File: src/rtl/regfile_pkg.sv
// rtl/regfile_pkg.sv - shared types, default widths and helpers for regfile_mp
package regfile_pkg;

   localparam int DEF_DATA_WIDTH = 8;
   localparam int DEF_ADDR_WIDTH = 4;
   localparam int DEF_NUM_READ   = 4;
   localparam int DEF_NUM_WRITE  = 2;

   typedef enum logic {
      ST_IDLE  = 1'b0,
      ST_CLEAR = 1'b1
   } clr_state_e;

   function automatic int clog2(input int n);
      int r;
      r = 0;
      while ((1 << r) < n) r++;
      return r;
   endfunction

endpackage

File: src/rtl/regfile_clear_fsm.sv
// rtl/regfile_clear_fsm.sv - bulk-clear sequencer: sweeps index 0..DEPTH-1, one entry per cycle
module regfile_clear_fsm
   import regfile_pkg::*;
#(
   parameter int  DEPTH = 16,
   localparam int IW    = (clog2(DEPTH) < 1) ? 1 : clog2(DEPTH)
) (
   input  logic          clk,
   input  logic          rst_n,
   input  logic          clear_i,
   output logic          busy_o,
   output logic          clr_stb_o,
   output logic [IW-1:0] clr_idx_o,
   output logic          first_o
);

   clr_state_e    state_q, state_d;
   logic [IW-1:0] idx_q, idx_d;

   always_ff @(posedge clk or negedge rst_n) begin
      if (!rst_n) begin
         state_q <= ST_IDLE;
         idx_q   <= '0;
      end else begin
         state_q <= state_d;
         idx_q   <= idx_d;
      end
   end

   always_comb begin
      state_d   = state_q;
      idx_d     = idx_q;
      busy_o    = 1'b0;
      clr_stb_o = 1'b0;
      first_o   = 1'b0;
      case (state_q)
         ST_IDLE: begin
            if (clear_i) begin
               state_d = ST_CLEAR;
               idx_d   = '0;
            end
         end
         ST_CLEAR: begin
            busy_o    = 1'b1;
            clr_stb_o = 1'b1;
            first_o   = (idx_q == '0);
            if (idx_q == IW'(DEPTH - 1)) begin
               state_d = ST_IDLE;
               idx_d   = '0;
            end else begin
               idx_d = idx_q + IW'(1);
            end
         end
         default: begin
            state_d = ST_IDLE;
            idx_d   = '0;
         end
      endcase
   end

   assign clr_idx_o = idx_q;

endmodule

File: src/rtl/regfile_mp.sv
// rtl/regfile_mp.sv - multi-port register file with R0=0, port-priority writes and bulk clear
// Optional same-cycle write-to-read forwarding when REGFILE_BYPASS_EN is defined.
module regfile_mp
   import regfile_pkg::*;
#(
   parameter int DATA_WIDTH = DEF_DATA_WIDTH,
   parameter int ADDR_WIDTH = DEF_ADDR_WIDTH,
   parameter int NUM_READ   = DEF_NUM_READ,
   parameter int NUM_WRITE  = DEF_NUM_WRITE
) (
   input  logic                           clk,
   input  logic                           rst_n,
   input  logic [NUM_READ*ADDR_WIDTH-1:0]  regRead_i,
   output logic [NUM_READ*DATA_WIDTH-1:0]  dataRead_o,
   input  logic [NUM_WRITE-1:0]            writeEnable_i,
   input  logic [NUM_WRITE*ADDR_WIDTH-1:0] regWrite_i,
   input  logic [NUM_WRITE*DATA_WIDTH-1:0] dataWrite_i,
   input  logic                           ovrflw_i,
   output logic                           ovrflw_o,
   input  logic                           clear_i,
   output logic                           busy_o
);

   localparam int DEPTH = 1 << ADDR_WIDTH;

   logic [DATA_WIDTH-1:0] mem_q [DEPTH];
   logic [DATA_WIDTH-1:0] mem_d [DEPTH];
   logic                  ovrflw_q, ovrflw_d;
   logic                  busy, clr_stb, clr_first;
   logic [ADDR_WIDTH-1:0] clr_idx;
   logic [NUM_WRITE-1:0]  wr_ok;

   regfile_clear_fsm #(.DEPTH(DEPTH)) u_clear_fsm (
      .clk       (clk),
      .rst_n     (rst_n),
      .clear_i   (clear_i),
      .busy_o    (busy),
      .clr_stb_o (clr_stb),
      .clr_idx_o (clr_idx),
      .first_o   (clr_first)
   );

   assign wr_ok = writeEnable_i & {NUM_WRITE{~busy}};

   // Ascending port loop: a later (higher) port overwrites an earlier one on the same address.
   always_comb begin
      mem_d = mem_q;
      for (int k = 0; k < NUM_WRITE; k++) begin
         if (wr_ok[k] && (regWrite_i[k*ADDR_WIDTH +: ADDR_WIDTH] != '0))
            mem_d[regWrite_i[k*ADDR_WIDTH +: ADDR_WIDTH]] = dataWrite_i[k*DATA_WIDTH +: DATA_WIDTH];
      end
      if (clr_stb)
         mem_d[clr_idx] = '0;
      mem_d[0] = '0;
   end

   always_comb begin
      ovrflw_d = ovrflw_q;
      if (clr_first)
         ovrflw_d = 1'b0;
      else if (|wr_ok)
         ovrflw_d = ovrflw_i;
   end

   always_ff @(posedge clk or negedge rst_n) begin
      if (!rst_n) begin
         for (int i = 0; i < DEPTH; i++) mem_q[i] <= '0;
         ovrflw_q <= 1'b0;
      end else begin
         mem_q    <= mem_d;
         ovrflw_q <= ovrflw_d;
      end
   end

   always_comb begin
      logic [ADDR_WIDTH-1:0] raddr;
      logic [DATA_WIDTH-1:0] rdata;
      raddr      = '0;
      rdata      = '0;
      dataRead_o = '0;
      for (int r = 0; r < NUM_READ; r++) begin
         raddr = regRead_i[r*ADDR_WIDTH +: ADDR_WIDTH];
         rdata = mem_q[raddr];
`ifdef REGFILE_BYPASS_EN
         for (int k = 0; k < NUM_WRITE; k++) begin
            if (wr_ok[k] && (regWrite_i[k*ADDR_WIDTH +: ADDR_WIDTH] == raddr))
               rdata = dataWrite_i[k*DATA_WIDTH +: DATA_WIDTH];
         end
`endif
         if (raddr == '0)
            rdata = '0;
         dataRead_o[r*DATA_WIDTH +: DATA_WIDTH] = rdata;
      end
   end

   assign ovrflw_o = ovrflw_q;
   assign busy_o   = busy;

endmodule
File: config.mk
export PLATFORM = sky130hd
export DESIGN_NAME = regfile_mp
export DESIGN_NICKNAME = d
export VERILOG_FILES = /design/src/rtl/regfile_pkg.sv /design/src/rtl/regfile_clear_fsm.sv /design/src/rtl/regfile_mp.sv
export SDC_FILE = /design/constraint.sdc
export NUM_CORES = 1
export LEC_CHECK = 0
export BUFFER_PORTS_ARGS = -buffer_cell sky130_fd_sc_hd__buf_4
export CORE_UTILIZATION = 35
export DETAILED_ROUTE_END_ITERATION = 6
export MAX_ROUTING_LAYER = met4
export PLACE_DENSITY = 0.57
export SYNTH_ARGS = -nofsm -noshare
export SYNTH_HDL_FRONTEND = slang
export SYNTH_SLANG_ARGS = --single-unit
File: constraint.sdc
create_clock -name clk -period 3.3 [get_ports clk]
set_clock_uncertainty 0.1 [all_clocks]
set_input_delay 0 -clock clk [delete_from_list [all_inputs] [get_ports clk]]
set_output_delay 0 -clock clk [all_outputs]
set_load 0.02 [all_outputs]
==> flow_metrics.tcl <==
set metrics [dict create \
    p_leak_nw 5.452 \
    routabilityCongestion 0.9156 \
    viasPerCell 6.306 \
    tns_ns 0 \
    yosys.area_share.simple_pct 13.71 \
    ys_seq_elements 126 \
    internal_power_mw 4.560 \
    clock_path_buffers 2 \
    synth_area_mm2 0.01050 \
    drcViolationCount 2 \
    clkLatencyLatePin_ns 0.44 \
    p_sw_mw 2.979 \
    arrival_ns 3.10 \
    cp_max_fo 21 \
    multiInputGateArea_mm2 0.006894 \
    wl_um 40830 \
    post-route-period-util_pct 86.99 \
    synth_top_family_by_area "multiplexers" \
    clkSlewWorstSetupHoldPaths_ns 0.07 \
    regArea_mm2 0.003153 \
    syn_nets 1120 \
    timing.critical_path.cells "and4bb_2, and3_1, mux2i_1, a211oi_1, dlygate4sd3_1" \
    end_kind "flip-flop" \
    area_delta_synth_final_pct 15.66 \
    pwr-share-seq_pct 36.6 \
    cts_made_buffers 17 \
    dr.first_iter.drc_count 916 \
    core-area_mm2 0.02956 \
    slowest_delay_ns 0.63 \
    path_buf_inv 1 \
    dieArea_mm2 0.03071 \
    synth_mux_area_share_pct 34.37 \
    port_buffers 79 \
    critical_path_class "flip-flop to flip-flop" \
    synth_xor_area_share_pct 0 \
    ys_types 43 \
    cts.root.buffer_cell "clkbuf_16" \
    io_pins 80 \
    p_total_mw 7.539 \
    critical_path.slowest_cell "dfrtp_1" \
    grt_pass1_vias 9402 \
    dpl.hpwl_um 28600 \
    violations "DRC" \
    max_freq_mhz 348.4 \
    cts_tree "yes" \
    post_drt_wl_per_cell_um 26.78 \
    cp_top_family "simple AND/OR/NAND/NOR gates" \
    netSwitchingFraction_pct 39.52 \
    start_kind "flip-flop" \
    overflow 0 \
    antenna_found_initial 0 \
    hp-class "primary input to async pin" \
    ys_seq_area_share_pct 30.02 \
    peakVddDrop_v 0.0002644 \
    grt_max_degree 56 \
    power-per-cell-area_mw_per_mm2 620.5 \
    status "complete, but fails checks" \
    cts_resized 0 \
    grt_first_pass_wirelength_um 61410 \
    initial_core_util_pct 35.53 \
    synth_area_per_cell_um2 9.817 \
    die_x_um 175.2 \
    postRouteAntennaNets 0 \
    diodes 0 \
    die_y_um 175.2 \
    drv_slew 0 \
    cts_setup_buffers 0 \
    maxSlewHeadroom_pct 37.34 \
    synth_ff_type "dfrtp_1" \
    synth_async_sr_flop_share_pct 100.0 \
    fp-row-count 63 \
    syn-instance-count 1070 \
    cts_max_level 4 \
    fillCellCount 2894 \
    rsz0062_at_grt "false" \
    clkPwrFrac_pct 26.2 \
    synth_compound_area_share_pct 17.08 \
    first_pass_iters 7 \
    drive_gt1_share_pct 19.12 \
    drv_cap 0 \
    ys_warn_count 0 \
    grtUsageTotal_pct 27.73 \
    ctsHoldBuffers 29 \
    clock_sinks 126 \
    worst_pin_slew_ns 0.9364 \
    worstPathRequired_ns 3.53 \
    finalSetupViolCount 0 \
    comb_power_share_pct 37.2 \
    final_nets 1172 \
    vias 9617 \
    fin_crit_ns 2.871 \
    yosys.area_share.adder_pct 0.4765 \
    synth_edf_count 0 \
    hold_viol 0 \
]
[cell usage in the layout (no fill, tap or decap), types with 3 or more instances in the layout]
cell type	n
nand2_2	6
nor3b_1	3
mux2i_1	229
inv_1	3
dfrtp_1	126
a22oi_1	16
and3_1	4
a221oi_1	31
o22ai_1	29
and4bb_2	4
mux2_2	33
nor3_1	5
buf_4	95
o2111ai_1	10
nor2_1	143
and2_1	5
nor2b_1	18
ha_1	4
clkbuf_16	17
nand2b_1	29
nand2_1	33
inv_6	7
a221o_1	3
a211oi_1	121
mux4_2	42
nand3_1	33
o21ai_0	32
dlygate4sd3_1	29
[cells by family after synthesis]
| group | count (synthesis) |
|---|---|
| adders and majority gates | 4 |
| buffers and inverters | 94 |
| muxes | 304 |
| AOI/OAI and AO/OA | 248 |
| DFF | 126 |
| and+or+nand+nor | 294 |
[flip-flops by register name (all words and copies together), names as in the netlist]
register	flops
mem_q	120
u_clear_fsm.state_q	1
u_clear_fsm.clr_idx_o	4
ovrflw_o	1
[worst paths after layout]
check                                          from                        to  slack (ns)  depth (start not counted)
max                             u_clear_fsm.state_q                 mem_q[12]        0.43                          5
min                                           rst_n                 mem_q[93]        0.08                          2
max reg2reg                     u_clear_fsm.state_q                 mem_q[12]        0.43                          5
min reg2reg                u_clear_fsm.clr_idx_o[0]  u_clear_fsm.clr_idx_o[0]        0.48                          1
max in group asynchronous                     rst_n                 mem_q[81]        1.99                          3
min in group clk                      regWrite_i[1]                  mem_q[2]        0.09                          5
[Yosys cell counts (all sizes together), types with 31 or more instances]
master | count | area (um^2)
mux2i | 229 | 2292
nor2 | 144 | 548.0
dfrtp | 126 | 3153
a211oi | 121 | 908.4
buf | 52 | 299.0
mux4 | 42 | 945.9
clkbuf | 39 | 146.4
nand2 | 39 | 161.4
o21ai | 34 | 170.2
mux2 | 33 | 371.6
nand3 | 33 | 165.2
a221oi | 31 | 271.5
[cell type report]
| cell class | count | share of cell area [%] |
|---|---|---|
| tap | 390 | 4.016 |
| clock buffer | 17 | 3.502 |
| multi-input combinational | 850 | 56.75 |
| inverter | 3 | 0.09269 |
| timing repair buffer | 124 | 8.259 |
| clock inverter | 15 | 1.432 |
| sequential | 126 | 25.95 |
[metal layers]
metal | up-vias | global-route usage, % | wire, um | part of all wire [%]
met5 | - | - | 0 | 0
met4 | 0 | 9.638 | 1173 | 2.9
met3 | 71 | 4.896 | 3265 | 8.0
met2 | 461 | 41.95 | 18650 | 46
met1 | 4835 | 37.18 | 17740 | 43
li1 | 4250 | - | - | -
[worst reg2reg max path, cell delays in order, from the launching register on]
cell           delay [ns]
dfrtp_1              0.63
and4bb_2             0.49
and3_1               0.58
mux2i_1              0.28
a211oi_1             0.09
dlygate4sd3_1        0.59
[power by group through the flow]
stage	logic [mW]	clock network, mW	registers [mW]
2_1_floorplan	1.97	0	2.46
3_5_place_dp	2.69	0	2.75
3_3_place_gp	2.64	0	2.73
4_1_cts	2.78	1.99	2.73
5_1_grt	3.02	2.05	2.83
6_report	2.80	1.98	2.76
[through the flow]
step                      cells  instance area (um^2)  util [%]  hold slack (ns)  setup WS [ns]
after floorplan            1070                 10500         -          -0.3956          1.467
after global placement     1464                 11260     38.09          0.04810          1.085
after detailed placement   1464                 11260     38.09          0.04768          1.011
after CTS                  1525                 12150     41.10          0.08568         0.4569
after global routing       1525                 12150     41.10           0.1134         0.2747
final                      1525                 12150     41.10          0.07960         0.4294
No activity file was read; power rests on OpenSTA's default activity.
